## src/rtl/instr_fetch_if.sv

```systemverilog
// Fetch-side bus bundle: instruction memory port, redirect input and the
// valid/ready instruction stream toward decode.
interface instr_fetch_if #(
  parameter int S  = 32,
  parameter int AW = 8
);
  logic [AW-1:0] imem_a;
  logic [S-1:0]  imem_d;
  logic          redirect_valid;
  logic [AW-1:0] redirect_pc;
  logic          out_valid;
  logic [S-1:0]  out_instr;
  logic [AW-1:0] out_pc;
  logic          out_ready;

  modport master (
    output imem_a,
    input  imem_d,
    input  redirect_valid,
    input  redirect_pc,
    output out_valid,
    output out_instr,
    output out_pc,
    input  out_ready
  );

  modport slave (
    input  imem_a,
    output imem_d,
    output redirect_valid,
    output redirect_pc,
    input  out_valid,
    input  out_instr,
    input  out_pc,
    output out_ready
  );
endinterface

```

## src/rtl/instr_fetch.sv

```systemverilog
// Instruction fetch: PC register drives an asynchronous word-addressed memory,
// returned words are queued with their PC in a 2-entry buffer toward decode.
module instr_fetch #(
  parameter int S        = 32,
  parameter int L        = 256,
  parameter int RESET_PC = 0
) (
  input  logic          clk,
  input  logic          rst,
  instr_fetch_if.master bus
);
  localparam int AW = $clog2(L);

  logic [AW-1:0] pc_q, pc_d;
  logic [1:0]    count_q, count_d;
  logic [S-1:0]  instr_q [2];
  logic [S-1:0]  instr_d [2];
  logic [AW-1:0] epc_q [2];
  logic [AW-1:0] epc_d [2];
  logic          pop;
  logic          push;

  always_comb begin
    pc_d    = pc_q;
    count_d = count_q;
    instr_d = instr_q;
    epc_d   = epc_q;
    pop     = (count_q != 2'd0) && bus.out_ready;
    push    = ((count_q != 2'd2) || pop) && !bus.redirect_valid;

    if (bus.redirect_valid) begin
      count_d = 2'd0;
      pc_d    = bus.redirect_pc;
    end else begin
      // Entry 0 is always the head; a pop shifts entry 1 down before any push lands.
      if (pop) begin
        instr_d[0] = instr_q[1];
        epc_d[0]   = epc_q[1];
        count_d    = count_q - 2'd1;
      end
      if (push) begin
        if (count_d == 2'd0) begin
          instr_d[0] = bus.imem_d;
          epc_d[0]   = pc_q;
        end else begin
          instr_d[1] = bus.imem_d;
          epc_d[1]   = pc_q;
        end
        count_d = count_d + 2'd1;
        pc_d    = pc_q + AW'(1);
      end
    end
  end

  always_ff @(posedge clk) begin
    if (rst) begin
      pc_q    <= AW'(RESET_PC);
      count_q <= 2'd0;
      for (int i = 0; i < 2; i++) begin
        instr_q[i] <= '0;
        epc_q[i]   <= '0;
      end
    end else begin
      pc_q    <= pc_d;
      count_q <= count_d;
      instr_q <= instr_d;
      epc_q   <= epc_d;
    end
  end

  assign bus.imem_a    = pc_q;
  assign bus.out_valid = (count_q != 2'd0);
  assign bus.out_instr = bus.out_valid ? instr_q[0] : '0;
  assign bus.out_pc    = bus.out_valid ? epc_q[0] : '0;
endmodule

```

## src/flat_wrapper.sv

```systemverilog
// flat-port wrapper written by rule: the top's interface ports become plain ports
module instr_fetch_flat 
#(
  parameter int S        = 32,
  parameter int L        = 256,
  parameter int RESET_PC = 0
)
  (clk, rst, bus_imem_a, bus_imem_d, bus_redirect_valid, bus_redirect_pc, bus_out_valid, bus_out_instr, bus_out_pc, bus_out_ready);
  instr_fetch_if #(.S(S)) bus_i ();
  input  logic clk;
  input  logic rst;
  output wire logic [$bits(bus_i.imem_a)-1:0] bus_imem_a;
  input wire logic [$bits(bus_i.imem_d)-1:0] bus_imem_d;
  input wire logic [$bits(bus_i.redirect_valid)-1:0] bus_redirect_valid;
  input wire logic [$bits(bus_i.redirect_pc)-1:0] bus_redirect_pc;
  output wire logic [$bits(bus_i.out_valid)-1:0] bus_out_valid;
  output wire logic [$bits(bus_i.out_instr)-1:0] bus_out_instr;
  output wire logic [$bits(bus_i.out_pc)-1:0] bus_out_pc;
  input wire logic [$bits(bus_i.out_ready)-1:0] bus_out_ready;
  assign bus_imem_a = bus_i.imem_a;
  assign bus_i.imem_d = bus_imem_d;
  assign bus_i.redirect_valid = bus_redirect_valid;
  assign bus_i.redirect_pc = bus_redirect_pc;
  assign bus_out_valid = bus_i.out_valid;
  assign bus_out_instr = bus_i.out_instr;
  assign bus_out_pc = bus_i.out_pc;
  assign bus_i.out_ready = bus_out_ready;
  instr_fetch #(.S(S), .L(L), .RESET_PC(RESET_PC)) u_core (.clk(clk), .rst(rst), .bus(bus_i));
endmodule
```

## config.mk

```make
export PLATFORM = sky130hd
export DESIGN_NAME = instr_fetch_flat
export DESIGN_NICKNAME = d
export VERILOG_FILES = /design/src/rtl/instr_fetch_if.sv /design/src/rtl/instr_fetch.sv /design/src/flat_wrapper.sv
export SDC_FILE = /design/constraint.sdc
export NUM_CORES = 1
export LEC_CHECK = 0
export CAP_MARGIN = 5
export CELL_PAD_IN_SITES_DETAIL_PLACEMENT = 1
export CELL_PAD_IN_SITES_GLOBAL_PLACEMENT = 2
export CORE_ASPECT_RATIO = 0.75
export CORE_MARGIN = 3
export CORE_UTILIZATION = 26
export CTS_CLUSTER_DIAMETER = 40
export DETAILED_ROUTE_END_ITERATION = 7
export PLACE_DENSITY = 0.74
export SKIP_LAST_GASP = 1
export SLEW_MARGIN = 20
export SYNTH_ARGS = -nofsm -noshare
export SYNTH_HDL_FRONTEND = slang
export SYNTH_SLANG_ARGS = --single-unit
```

## constraint.sdc

```tcl
create_clock -name clk -period 2.55 [get_ports clk]
set_input_delay 0.765 -clock clk [delete_from_list [all_inputs] [get_ports clk]]
set_output_delay 0.765 -clock clk [all_outputs]
set_load 0.05 [all_outputs]
```

==> metrics.yaml <==
busiest_layer: "met2"
fin_crit_sh_pct: 97.09
drt.antenna.violating_nets: 0
grt_util_all_layers_pct: 16.15
worstPathCellList: "clkdlybuf4s50_1"
rsz0062_at_grt: "true"
max_cap_viol_count: 0
cts-buffers-inserted: 9
async_reset_ff_share_pct: 0
worstHoldStart: "u_core.instr_q[10]$_SDFFE_PP0P_"
synth_largest_area_cell: "dfxtp_1"
gp_congestion: 0.7537
fp.dieH_um: 115.9
cpPeakStageDelay_ns: 0.87
clock_power_share_pct: 30.9
htree_levels: 3
synthDominantCellAreaShare_pct: 43.04
internal_power_w: 0.003186
clk_latency_ns: 0.34
root_buffer: "clkbuf_16"
drive_above_1_share_pct: 18.52
hold_path_class: "flip-flop to flip-flop"
rr_startpoint: "u_core.count_q[0]$_SDFF_PP0_"
p_sw_share_pct: 31.92
initial_utilization_pct: 26.98
critPathKind: "flip-flop to output port"
wirelength_um: 14320
cts_tree: "yes"
grt_max_degree: 50
worst-path-max-fanout: 8
synthAdderAreaFrac_pct: 1.195
synth_ff_type: "dfxtp_1"
dr.pass1.iters: 4
crit_path_start_kind: "flip-flop"
crit_slowest_cell: "clkdlybuf4s50_1"
switchingPower_w: 0.001494
hold_buffers: 0
wl_per_cell_um: 17.33
die_area_sq_um: 17680
first_global_vias: 4466
fmax_ghz: 0.4039
finalHoldWorstSlack_ns: 0.4567
slew_violations: 0
stdcell_area_sq_um: 6262
area_delta_synth_final_pct: 49.58
grt_use_met1_pct: 21.18
grtUsageMet2_pct: 27.10
first_iter_violations: 189
synth.cell_area_sq_um: 4187
dp_hpwl_um: 9352
yosysSeqAreaShare_pct: 43.04
synthesis.nets: 574
vias: 4137
synth_top_family_by_area: "simple AND/OR/NAND/NOR gates"
diodes: 0
setup_viol: 0
clkTransAtPathRegs_ns: 0.06
routed_via_density: 5.008
fin_nets: 665
cp-end-kind: "output port"
place_area_sq_um: 5751
io_buffer_count: 92
combPwrFrac_pct: 32.1
seq_power_share_pct: 37.0
status: "finished clean"
slew_headroom_pct: 61.48
leakage_nw: 2.201
ios: 93
power_density_nw_per_um2: 747.3
cts.sinks: 90
finalNonFillerCells: 826
fin_crit_ns: 2.476
worst_slew_pin_slew_ns: 0.5778
grt_use_met3_pct: 4.069
finClkSkew_ns: 0.006544
rows: 39
synth_warnings: 0
synth-simple-area-share_pct: 24.60
antenna_found_initial: 0
drc: 0
ys_types: 33
cts_max_path_buffers: 2
syn-instance-count: 526
synth_compound_area_share_pct: 23.10
ys_ff_latch: 90
synth_area_per_cell_sq_um: 7.959
setup.worst_path.start: "u_core.bus.imem_a[1]$_SDFFE_PP0P_"
worstPathArrival_ns: 1.71
crit_required_ns: 1.79
synth_mux_area_share_pct: 0
overflow: 0
finalHoldViolCount: 0
crit_family: "buffers and inverters"
grt_pass1_wl_um: 23360
core_sq_um: 15520
vdd_drop_max_uv: 370.9
synth_area_leaders: "dfxtp_1 43%, nand2_1 11%, a21oi_1 8.7%"
synth_xor_area_share_pct: 1.674
die_w_um: 152.5
cp_num_buf_inv: 1
dp.cells: 803
synth_edf_count: 0
kinds of logic after synthesis:
logic type	count (synthesis)
AOI/OAI and AO/OA	144
xor gates and xnor gates	8
adders and majority gates	4
buffers and inverters	54
DFF	90
and+or+nand+nor	226
worst min-delay path, cell delays in order, from the launching register on:
cell,delay (ns)
dfxtp_1,0.31
nand2_1,0.05
a21oi_1,0.05
power by group through the flow:
| stage | combinational [W] | sequential (W) | clock [W] |
|---|---|---|---|
| finish | 0.00150 | 0.00173 | 0.00145 |
| CTS | 0.00145 | 0.00173 | 0.00149 |
| floorplan | 0.000791 | 0.00176 | 0 |
| global placement | 0.00138 | 0.00175 | 0 |
| global route | 0.00163 | 0.00176 | 0.00155 |
| detailed placement | 0.00141 | 0.00176 | 0 |
worst paths after layout:
| path | end | depth (start not counted) | slack [ns] |
|---|---|---|---|
| min reg2reg | u_core.instr_q[10]$_SDFFE_PP0P_ | 2 | 0.46 |
| max reg2reg | u_core.epc_q[6]$_SDFFE_PP0P_ | 13 | 0.40 |
| max | bus_imem_a[1] | 1 | 0.07 |
| min | u_core.instr_q[10]$_SDFFE_PP0P_ | 2 | 0.46 |
per-layer routing:
layer	vias to the layer above	wire [um]
li1	2003	-
met1	2031	6870
met2	90	6678
met3	13	616
met4	0	151
met5	-	0
what timing repair did:
item                                    CTS  global route
resized for setup                         3            13
pin swaps                                 2             1
endpoints found under the setup margin   53            68
setup buffers                             4             1
cloned                                    1             2
flip-flops by register name, indices dropped and copies added (netlist names):
register / cells
u_core.bus.imem_a: 8
u_core.count_q: 2
u_core.epc_q: 16
u_core.instr_q: 64
cells in the final DEF (no fill, tap or decap), types with 4 or more instances in the layout:
cell and instances:
a211oi_1 7, a21oi_1 66, a21oi_2 7, a221o_1 26
a311oi_1 15, buf_12 43, buf_4 31, clkbuf_16 11
clkdlybuf4s50_1 48, dfxtp_1 90, inv_1 4, nand2_1 123
nand3_1 32, nor2_1 22, nor2b_1 37, nor2b_2 4
o21ai_0 15, xnor2_1 7
area by class of cell:
cell class,count,area [sq um]
Tap cell,205,256.5
Clock inverter,2,60.06
Clock buffer,13,260.3
Inverter,6,22.52
Fill cell,1803,9255
Multi-Input combinational cell,383,2208
Sequential cell,90,1802
Timing Repair Buffer,127,1653
through the flow:
stage	utilization [%]	power (W)	TNS (ns)	setup slack, ns
after global routing	40.36	0.004927	-0.01222	-0.006207
after CTS	39.63	0.004672	0	0.03723
after floorplan	-	0.002548	0	0.001696
after detailed placement	37.06	0.003170	-36.56	-0.8582
after global placement	37.06	0.003130	-30.23	-0.7757
final	40.36	0.004680	0	0.07431
cells in the mapped netlist (all sizes together), types with 4 or more instances:
cell,number
a221o,26
xnor2,7
nor2,23
buf,21
nand3,32
a211oi,7
a21oi,73
inv,5
o21ai,16
ha,4
nor2b,41
clkbuf,27
a311oi,16
dfxtp,90
nand2,124
Note: power is estimated with default switching activity, not from simulation.
==> patch, RTL diff (same settings) <==
Make the reset (`rst`) asynchronous in one clocked block.
--- a/src/rtl/instr_fetch.sv
+++ b/src/rtl/instr_fetch.sv
@@ -53,5 +53,5 @@
   end
 
-  always_ff @(posedge clk) begin
+  always_ff @(posedge clk or posedge rst) begin
     if (rst) begin
       pc_q    <= AW'(RESET_PC);
Formal check against the unedited RTL: differs if rst is asserted again (counterexample within 4 cycles, from zero or initial values and one cycle with rst high); with rst held inactive, the same outputs for 4 cycles.
==> patch against the original RTL <==
Synthesized area down 2.5%. Die area down 2.4%. Clock skew decreased by 0.0015 ns. Core utilization shrank 2.5 points. Highest routed layer is now met5. Sequential cell count is the same. Worst setup slack got worse by 0.022 ns. Routed wire length down 21%. Sequential share of layout area is 11 points higher. First-iteration DRC count increased by 65%. Cell area shrank 9.8%. Largest cell class is now flip-flops and latches.
Power is not compared: it rests on default switching activity, and its combinational part moved more than twofold at a synthesized area within 25%.
==> patch: results (changes against the original RTL) <==
yosys:
  synth_cell_types: 25  # -24%
  mappedNetlistNets: 400  # -30%
  synth_commonest_cells: "sky130_fd_sc_hd__dfrtp_1 (90), sky130_fd_sc_hd__inv_1 (47), sky130_fd_sc_hd__nor2b_1 (40)"
  ys_top_cells_by_area: "sky130_fd_sc_hd__dfrtp_1 (55%), sky130_fd_sc_hd__a222oi_1 (8.6%), sky130_fd_sc_hd__mux2_2 (8.6%)"
  async_flop_share: 1.00  # +1.00
  seq_area_frac_synth: 0.552  # +0.121
  synth.yosys.warnings: 0  # unchanged
  synth_flop_cell: "sky130_fd_sc_hd__dfrtp_1"
layout:
  layout.filler_cells: 1632  # -9.5%
  largest_reg_flops: 64  # unchanged
  drive_gt1_frac: 0.265  # +0.0796
timing:
  timing.slew.headroom: 0.660  # +0.0455
  fin_skew_ns: 0.00507  # -0.00147 ns
  finalHoldWorstSlack_ns: 0.483  # +0.0260 ns
critical_path:
  r2r_start: "u_core.count_q[0]"
  crit_fanout: 7  # -1
  reg2reg_setup_slack_ns: 0.17  # -0.23 ns
  critical_path.reg2reg.endpoint: "u_core.instr_q[18]"
  worstRegToRegCells: 11  # -2
placement:
  place_hpwl_um: 7490  # -20%
  gp_congestion: 0.706  # -6.3%
grt:
  grt_antenna_before_repair: 1  # +1
  grt_first_pass_wirelength_um: 17900  # -23%
  groute.usage.overall: 0.133  # -0.0290
  first_global_vias: 3301  # -26%
worst_hold_path:
  holdPathEnd: "u_core.epc_q[15]"
  min_from: "u_core.epc_q[15]"
route:
  detail_route.wirelength_um: 11400  # -21%
  drt_first_pass_iters: 6  # +2
  num_vias: 3119  # -25%
status:
  outcome: "finished, final reports clean"
## patch: cell types whose count changed in the layout (fill, tap and decap cells not counted), sizes merged, moves of 35 or more
| cell | delta |
|---|---|
| dfrtp | +90 |
| mux2 | +37 |
| nand2 | -109 |
| dfxtp | -90 |
| a222oi | +35 |
| a21oi | -65 |
| inv | +41 |
## patch: how the worst max path moves through the flow
stage / endpoint / cells after the start / from / slack [ns]
finish: bus_imem_a[3] / 1 / u_core.bus.imem_a[3] / 0.05
CTS: u_core.instr_q[61] / 9 / bus_out_ready / 0.02
global route: u_core.instr_q[62] / 11 / u_core.count_q[0] / -0.006
global placement: u_core.epc_q[12] / 9 / bus_out_ready / -0.30
detailed placement: u_core.instr_q[61] / 9 / bus_out_ready / -0.38
floorplan: u_core.instr_q[34] / 12 / bus_out_ready / 0.004
## patch: final cells by class
class                   instances  share of cell area
repair buffers                117               0.199
well taps                     200              0.0443
multi-input cells             188               0.272
flip-flops and latches         90               0.398
clock buffers                  13              0.0478
inverters                      47              0.0319
clock inverters                 2             0.00620
## patch: power groups by stage
stage	clock network [uW]	registers (uW)	logic [uW]
5_1_grt	1460	2570	4890
3_3_place_gp	0	2470	4300
2_1_floorplan	0	2460	3000
4_1_cts	1410	2490	4450
6_report	1350	2490	4520
3_5_place_dp	0	2500	4410
## patch: routing by layer
metal	wire length [um]	share of wire	global-route usage	vias to the layer above
li1	-	-	-	1423
met1	5350	0.47	0.183	1582
met2	5110	0.45	0.206	99
met3	789	0.069	0.0408	13
met4	108	0.0095	0.0290	2
met5	9	0.00079	0	-
## patch: cells by family (layout without fill, tap and decap cells)
family / Yosys count / in the layout / synth area share
xor gates and xnor gates: 9 / 9 / 0.0193
DFF: 90 / 90 / 0.552
and+or+nand+nor: 71 / 71 / 0.0938
buffers and inverters: 74 / 179 / 0.0800
adders and majority gates: 4 / 4 / 0.0123
AOI/OAI and AO/OA: 63 / 63 / 0.131
muxes: 41 / 41 / 0.112
## patch: metrics by stage
step / cells / setup WS, ns / setup TNS, ns / cell area [um2]
floorplan: 352 / 0.00398 / 0 / 4090
global placement: 638 / -0.302 / -19.02 / 5270
detailed placement: 638 / -0.379 / -24.29 / 5270
CTS: 653 / 0.0190 / 0 / 5580
global route: 657 / -0.00597 / -0.00597 / 5650
finish: 657 / 0.0527 / 0 / 5650
## patch: what timing repair did
action                                  CTS  global route
gates cloned                              0             1
pin swaps                                 0             3
resized for setup                         3             5
hold buffers                              0             0
endpoints found under the setup margin   47            45
buffers inserted                          0             3
